[src/rtl/sla_pkg.sv]
// Shared definitions for the sequential arithmetic shift-left unit.
//   state_t    : controller states
//   cnt_width  : bits needed to hold a step count of 0..WIDTH
//   sat_max/sat_min : saturation limits for a WIDTH-bit two's complement value,
//                     returned in 64 bits so callers slice [WIDTH-1:0]
package sla_pkg;

  typedef enum logic [1:0] {
    IDLE  = 2'd0,
    SHIFT = 2'd1,
    DONE  = 2'd2
  } state_t;

  function automatic int unsigned cnt_width(input int unsigned w);
    return $clog2(w + 1);
  endfunction

  function automatic logic [63:0] sat_max(input int unsigned w);
    return (64'd1 << (w - 1)) - 64'd1;
  endfunction

  function automatic logic [63:0] sat_min(input int unsigned w);
    return 64'd1 << (w - 1);
  endfunction

endpackage

[src/rtl/sla_step.sv]
// One combinational shift-left step.
//   i_reg      : current working value
//   o_next_reg : i_reg shifted left by one, zero filled
//   o_step_ovf : this step changes the sign (top two bits differ)
module sla_step #(
  parameter int unsigned WIDTH = 8
) (
  input  logic [WIDTH-1:0] i_reg,
  output logic [WIDTH-1:0] o_next_reg,
  output logic             o_step_ovf
);

  assign o_next_reg = {i_reg[WIDTH-2:0], 1'b0};
  assign o_step_ovf = i_reg[WIDTH-1] ^ i_reg[WIDTH-2];

endmodule

[src/rtl/sla_unit.sv]
// Sequential arithmetic shift-left unit, one bit per clock.
//   clk, rst            : clock, asynchronous active-high reset
//   in_valid/in_ready   : operand handshake (accepted only in IDLE)
//   in_a, in_b, in_sat  : signed operand, shift amount, saturate enable
//   out_valid/out_ready : result handshake
//   data_out, overflow  : result and sticky signed-overflow flag
// Outputs depend only on state and registers.
module sla_unit
  import sla_pkg::*;
#(
  parameter int unsigned WIDTH = 8,
  parameter int unsigned SHW   = 4
) (
  input  logic             clk,
  input  logic             rst,
  input  logic             in_valid,
  output logic             in_ready,
  input  logic [WIDTH-1:0] in_a,
  input  logic [SHW-1:0]   in_b,
  input  logic             in_sat,
  output logic             out_valid,
  input  logic             out_ready,
  output logic [WIDTH-1:0] data_out,
  output logic             overflow
);

  localparam int unsigned      CW     = cnt_width(WIDTH);
  localparam logic [63:0]      MAXP64 = sat_max(WIDTH);
  localparam logic [63:0]      MINN64 = sat_min(WIDTH);
  localparam logic [WIDTH-1:0] MAXP   = MAXP64[WIDTH-1:0];
  localparam logic [WIDTH-1:0] MINN   = MINN64[WIDTH-1:0];

  state_t           r_state;
  state_t           w_next;
  logic [WIDTH-1:0] r_reg;
  logic [CW-1:0]    r_cnt;
  logic             r_ovf;
  logic             r_sat;
  logic             r_sign;

  logic [WIDTH-1:0] w_step_reg;
  logic             w_step_ovf;
  logic [CW-1:0]    w_n;
  logic             w_accept;

  sla_step #(.WIDTH(WIDTH)) u_step (
    .i_reg      (r_reg),
    .o_next_reg (w_step_reg),
    .o_step_ovf (w_step_ovf)
  );

  assign w_accept = in_valid && (r_state == IDLE);

  // Amounts of WIDTH or more are clamped: WIDTH steps already clear the
  // register and expose any sign change, so extra steps add nothing.
  always_comb begin
    if (32'(in_b) >= WIDTH) w_n = CW'(WIDTH);
    else                    w_n = CW'(in_b);
  end

  always_ff @(posedge clk or posedge rst) begin
    if (rst) r_state <= IDLE;
    else     r_state <= w_next;
  end

  always_comb begin
    w_next = r_state;
    unique case (r_state)
      IDLE:    if (w_accept) w_next = (w_n == '0) ? DONE : SHIFT;
      SHIFT:   if (r_cnt == CW'(1)) w_next = DONE;
      DONE:    if (out_ready) w_next = IDLE;
      default: w_next = IDLE;
    endcase
  end

  always_ff @(posedge clk or posedge rst) begin
    if (rst) begin
      r_reg  <= '0;
      r_cnt  <= '0;
      r_ovf  <= 1'b0;
      r_sat  <= 1'b0;
      r_sign <= 1'b0;
    end else if (w_accept) begin
      r_reg  <= in_a;
      r_cnt  <= w_n;
      r_ovf  <= 1'b0;
      r_sat  <= in_sat;
      r_sign <= in_a[WIDTH-1];
    end else if (r_state == SHIFT) begin
      r_reg <= w_step_reg;
      r_ovf <= r_ovf | w_step_ovf;
      r_cnt <= r_cnt - CW'(1);
    end
  end

  always_comb begin
    in_ready  = (r_state == IDLE);
    out_valid = (r_state == DONE);
    data_out  = '0;
    overflow  = 1'b0;
    if (r_state == DONE) begin
      overflow = r_ovf;
      if (r_ovf && r_sat) data_out = r_sign ? MINN : MAXP;
      else                data_out = r_reg;
    end
  end

endmodule

[config.mk]
export PLATFORM = sky130hd
export DESIGN_NAME = sla_unit
export DESIGN_NICKNAME = d
export VERILOG_FILES = /design/src/rtl/sla_pkg.sv /design/src/rtl/sla_step.sv /design/src/rtl/sla_unit.sv
export SDC_FILE = /design/constraint.sdc
export NUM_CORES = 1
export LEC_CHECK = 0
export CORE_MARGIN = 1
export CORE_UTILIZATION = 54
export DETAILED_ROUTE_END_ITERATION = 7
export DONT_BUFFER_PORTS = 1
export GPL_TIMING_DRIVEN = 0
export PLACE_DENSITY_LB_ADDON = 0.3
export SYNTH_ARGS = -nofsm -noshare
export SYNTH_HDL_FRONTEND = slang
export SYNTH_SLANG_ARGS = --single-unit
[constraint.sdc]
create_clock -name clk -period 1.2 [get_ports clk]
set_clock_uncertainty 0.1 [all_clocks]
set_input_delay 0.18 -clock clk [delete_from_list [all_inputs] [get_ports clk]]
set_output_delay 0.18 -clock clk [all_outputs]
set_load 0.02 [all_outputs]
==> summary.md, run 1 <==
| Metric | Value |
|---|---|
| H-tree levels | 1 |
| Root Driver | clkbuf_4 |
| GPL Wtd Cong | roughly 0.86 |
| EDFF count, synth | 0 |
| Largest net degree at the start of global routing | 18 |
| Yosys warning count | 0 |
| Syn Nets | approximately 120 |
| Halt Stage | global routing |
| Rows | 14 |
| Number of synthesized register bits | 17 |
| TritonCTS Sinks | 17 |
| Mapped Cells | 97 |
| Synth Cell Area | approximately 920 sq um |
| Status | aborted with a tool error |
| First Err | [ERROR DPL-0038] Utilization greater than 100%, impossible to legalize |
| Initial Util | 59.7% |
| Num ports | 28 |
| Synth Area per Inst | 9.48 sq um |
| Worst EP Category | output port |
| Sequential-to-total area share from yosys stat | 46.3% |
| Top FF cell, synth | dfrtp_1 |
| Distinct cell type count after synthesis | 28 |
| Die W | 43.3 um |
| Max Buffers Root-to-Sink | 2 |
| IO buf count | 0 |
| Detailed placer's ending HPWL | 1310 um |
| Post-synth top area share | 46.3% |
| Asr flop ratio synth | 100% |
| Largest area contributor in the netlist | dfrtp_1 |
| Die H | approximately 43 um |
| CTS buffer count | 3 |
| Worst_ep grt | data_out[3] |
| Top cells by area, synth | dfrtp_1 46%, nand2_1 6.9%, o21a_1 5.7%, a22oi_1 4.9%, mux2i_1 3.3% |
synthesized netlist by cell type, types with 2 or more instances:
library cell and number:
dfrtp_1 17, nand2_1 17, inv_1 7, o21a_1 7, a22oi_1 6, nand3b_1 4
o21ai_0 4, buf_2 3, mux2i_1 3, nor2_1 3, o21ai_1 3, ha_1 2
mux2_2 2, nand2b_1 2, o211ai_1 2, o22ai_1 2, or3_1 2
through the flow:
stage | instance area, sq um | std cells | utilization, % | hold WS [ns] | setup slack [ns]
2_1_floorplan | 951 | 97 | - | 0.00607 | -0.138
3_3_place_gp | 971 | 113 | 63.0 | 0.0883 | -0.243
3_5_place_dp | 971 | 113 | 63.0 | 0.0862 | -0.264
4_1_cts | 1410 | 145 | 91.6 | 0.0139 | -0.504
kinds of logic after synthesis:
logic type               after synthesis  share of synthesized area, %
buffers and inverters                 11                          5.31
AO/OA/AOI/OAI                         27                          19.7
adder cells (fa/ha/maj)                2                          2.72
multiplexers                           5                          5.71
XOR/XNOR                               2                          1.91
AND/OR/NAND/NOR                       33                          18.4
flip-flops                            17                          46.3
repair_timing:
action,in CTS
buffers inserted,10
hold buffers,16
gates resized for setup,45
gates cloned,2
pin swaps,14
hold endpoints to repair,33
setup endpoints to repair,28
==> inputs of run 2 (changes only) <==
CORE_AREA = 2 2 63 65   (was not set)
CORE_MARGIN = not set   (was 1)
CORE_UTILIZATION = not set   (was 54)
DIE_AREA = 0 0 65 67   (was not set)
PLACE_DENSITY_LB_ADDON = 0.15   (was 0.3)
clock period = 1.6 ns   (was 1.2 ns; I/O delays follow)
==> run 2 against run 1 <==
Compared with the run above:
- area after synthesis unchanged
- synthesized cell count unchanged
- the flow now finishes, with violations (negative setup slack)
==> summary.md, run 2 <==
| Metric | Value |
|---|---|
| Dpl ws | -0.0369 ns |
| Top FF cell, synth | dfrtp_1 |
| Simple-gate share of the synthesized area | 18.4% |
| Die W | 65 um |
| HP Class | input port to flip-flop |
| EDFF count, synth | 0 |
| Largest area contributor in the netlist | dfrtp_1 |
| Main combinational cell family by area after synthesis | compound AO/OA/AOI/OAI gates |
| Most frequent cells in the layout | 17 x nand2_1, 15 x dfrtp_1, 7 x inv_1, 7 x buf_4, 7 x o21a_4 |
| Crit-path slowest cell | dfrtp_2 |
| Period minus WS final | 1.62 ns |
| Total Nets Final | approximately 130 |
| Top cells by area, synth | dfrtp_1 46%, nand2_1 6.9%, o21a_1 5.7%, a22oi_1 4.9%, mux2i_1 3.3% |
| Initial antenna violation count | 0 |
| Synth Area in Adders | 2.72% |
| Final number of setup-violating endpoints | 7 |
| Share of cells above drive strength 1 | 27.5% |
| Overall Global Routing Usage | 11.7% |
| Final Hold Viols | 0 |
| Worst r2r path cells | 4 |
| Post-Route WL | 2330 um |
| CP bufs+invs | 1 |
| Clk pin slew, worst setup/hold paths | 0.07 ns |
| Num ports | 28 |
| GPL Wtd Cong | 0.771 |
| Fmax | 617 MHz |
| P_leak | 0.513 nW |
| DR WL/cell | ~15 um |
| Max-slew headroom | 54.2% |
| H-tree levels | 1 |
| Number of detailed-route iterations in the first pass | 4 |
| Commonest non-fill, non-tap cell in the layout | nand2_1 |
| Worst Hold End | r_reg[0]$_DFFE_PP0P_ |
| Largest net degree at the start of global routing | 18 |
| ANT nets after route | 0 |
| 1st-iter DRT viols | 17 |
| Sequential-to-total area share from yosys stat | 46.3% |
| Worst-path cell chain | nand2b_4 > a21oi_4 > buf_12 > o21a_4 |
| Req. time, crit path | approximately 1.3 ns |
| Arrival @ worst endpoint | roughly 1.3 ns |
| Crit path max fanout | 7 |
| RSZ-0062 raised after global routing | yes |
| Critical R2R Capture | r_cnt[3]$_DFFE_PP0P_ |
| Hold_ws | 0.0101 ns |
| CTS buffer count | 3 |
| Distinct cell type count after synthesis | 28 |
| IO buf count | 0 |
| Worst Max-Slew Pin Slew | 0.686 ns |
| Max Buffers Root-to-Sink | 2 |
| Mux share of post-synthesis cell area | 5.71% |
| Peak VDD IR | 0.622 mV |
| Vias in the first global route | approximately 740 |
| Setup CP Type | flip-flop to output pin |
| Global-route wire length before repair | 3800 um |
| Yosys warning count | 0 |
| Worst Hold Launch | in_a[0] |
| Number of synthesized register bits | 17 |
| Setup WS post-layout | -0.0201 ns |
| CP max stage delay | 0.42 ns |
| TritonCTS Sinks | 17 |
| ANT cells | 0 |
| Global route total overflow | 0 |
| Post-synth top area share | 46.3% |
| Initial Util | about 26% |
| Die Area | 4360 sq um |
| Syn Nets | 116 |
| Synth Area in XOR/XNOR | around 1.9% |
| Crit-path leading delay family | flip-flops |
| Crit end category | output pin |
| Critical path depth in cells | 4 |
| Root Driver | clkbuf_8 |
| Synth Area per Inst | 9.48 sq um |
| Max cap viols | 0 |
| Reg-to-Reg Start | r_state[0]$_DFFE_PP0P_ |
| Vias after detailed routing | 739 |
| Final period utilization | 101% |
| Die H | 67 um |
| Synth Cell Area | 920 sq um |
| Compound-gate portion of the synthesized area | 19.7% |
| Asr flop ratio synth | 100% |
| DRC Markers | 0 |
| Rows | 22 |
| Most instantiated cells after synthesis | 17 x dfrtp_1, 17 x nand2_1, 7 x inv_1, 7 x o21a_1, 6 x a22oi_1 |
| Largest register FFs | 8 |
| Area growth from synthesis to layout | 28.6% |
| Crit start category | flip-flop |
| Cell Pwr Density | between 1500 and 2000 nW/um^2 |
| Mapped Cells | between 90 and 100 |
| Status | finished with violations |
| Fin. max-slew vios | 0 |
| Worst skew pair latency | ~0.25 ns |
| CTS tree | yes |
| Via density | 4.71 |
| Core box area | 3610 sq um |
| R2R setup slack | 0.10 ns |
| Hold Path Cell Cnt | 2 |
| Failing checks | negative setup slack |
| Detailed placer's ending HPWL | 1660 um |
-- run 2: cell counts after synthesis --
Identical to the previous run, type by type.
-- run 2: per-layer routing --
layer  track usage (%)  part of all wire, %
met5                 0                    0
met4              1.60                 0.47
met3              4.56                  5.8
met2              19.6                   47
met1              14.7                   47
-- run 2: how the worst max path moves through the flow --
stage / slack, ns / startpoint / end
final: -0.02 / r_state[0]$_DFFE_PP0P_ / data_out[1]
after global routing: -0.07 / r_state[0]$_DFFE_PP0P_ / data_out[1]
after CTS: -0.07 / r_ovf$_DFFE_PP0P_ / data_out[2]
after detailed placement: -0.04 / r_state[0]$_DFFE_PP0P_ / data_out[2]
after global placement: -0.01 / r_state[0]$_DFFE_PP0P_ / data_out[2]
after floorplan: 0.11 / r_sat$_DFFE_PP0P_ / data_out[0]
-- run 2: what timing repair did --
| item | 4_1_cts | 5_1_grt |
|---|---|---|
| setup endpoints to repair | 9 | 8 |
| hold buffers | 2 | 0 |
| pin swaps | 2 | 2 |
| setup buffers | 3 | 4 |
| hold endpoints to repair | 18 | 0 |
| resized for setup | 22 | 2 |
-- run 2: final cells by class --
type | count | area [sq um]
fillers | 396 | 2420
clock buffers | 4 | 45.0
well taps | 48 | 60.1
repair buffers | 9 | 85.1
inverters | 7 | 26.3
flip-flops and latches | 17 | 428
plain buffers | 3 | 17.5
multi-input cells | 69 | 520
-- run 2: power breakdown --
| part | total [mW] | switching [mW] | internal [mW] |
|---|---|---|---|
| Clock | 0.327 | 0.151 | 0.177 |
| Combinational | 1.10 | 0.603 | 0.499 |
| Sequential | 0.842 | 0.202 | 0.639 |
| Total | 2.27 | 0.956 | 1.32 |
-- run 2: cells by family after synthesis --
kind of cell	after synthesis
AND/OR/NAND/NOR	33
XOR/XNOR	2
adder cells (fa/ha/maj)	2
buffers and inverters	11
flip-flops	17
multiplexers	5
AO/OA/AOI/OAI	27
-- run 2: per-stage QoR --
step / util (%) / cells / total power, mW / area [sq um] / setup TNS [ns]
floorplan: - / 97 / 1.53 / 920 / 0
global placement: 27.2 / 145 / 1.73 / 980 / -0.0710
detailed placement: 27.2 / 145 / 1.75 / 980 / -0.218
CTS: 32.2 / 154 / 2.29 / 1160 / -0.502
global route: 32.8 / 157 / 2.47 / 1180 / -0.481
finish: 32.8 / 157 / 2.27 / 1180 / -0.127
(Power assumes the default switching activity.)
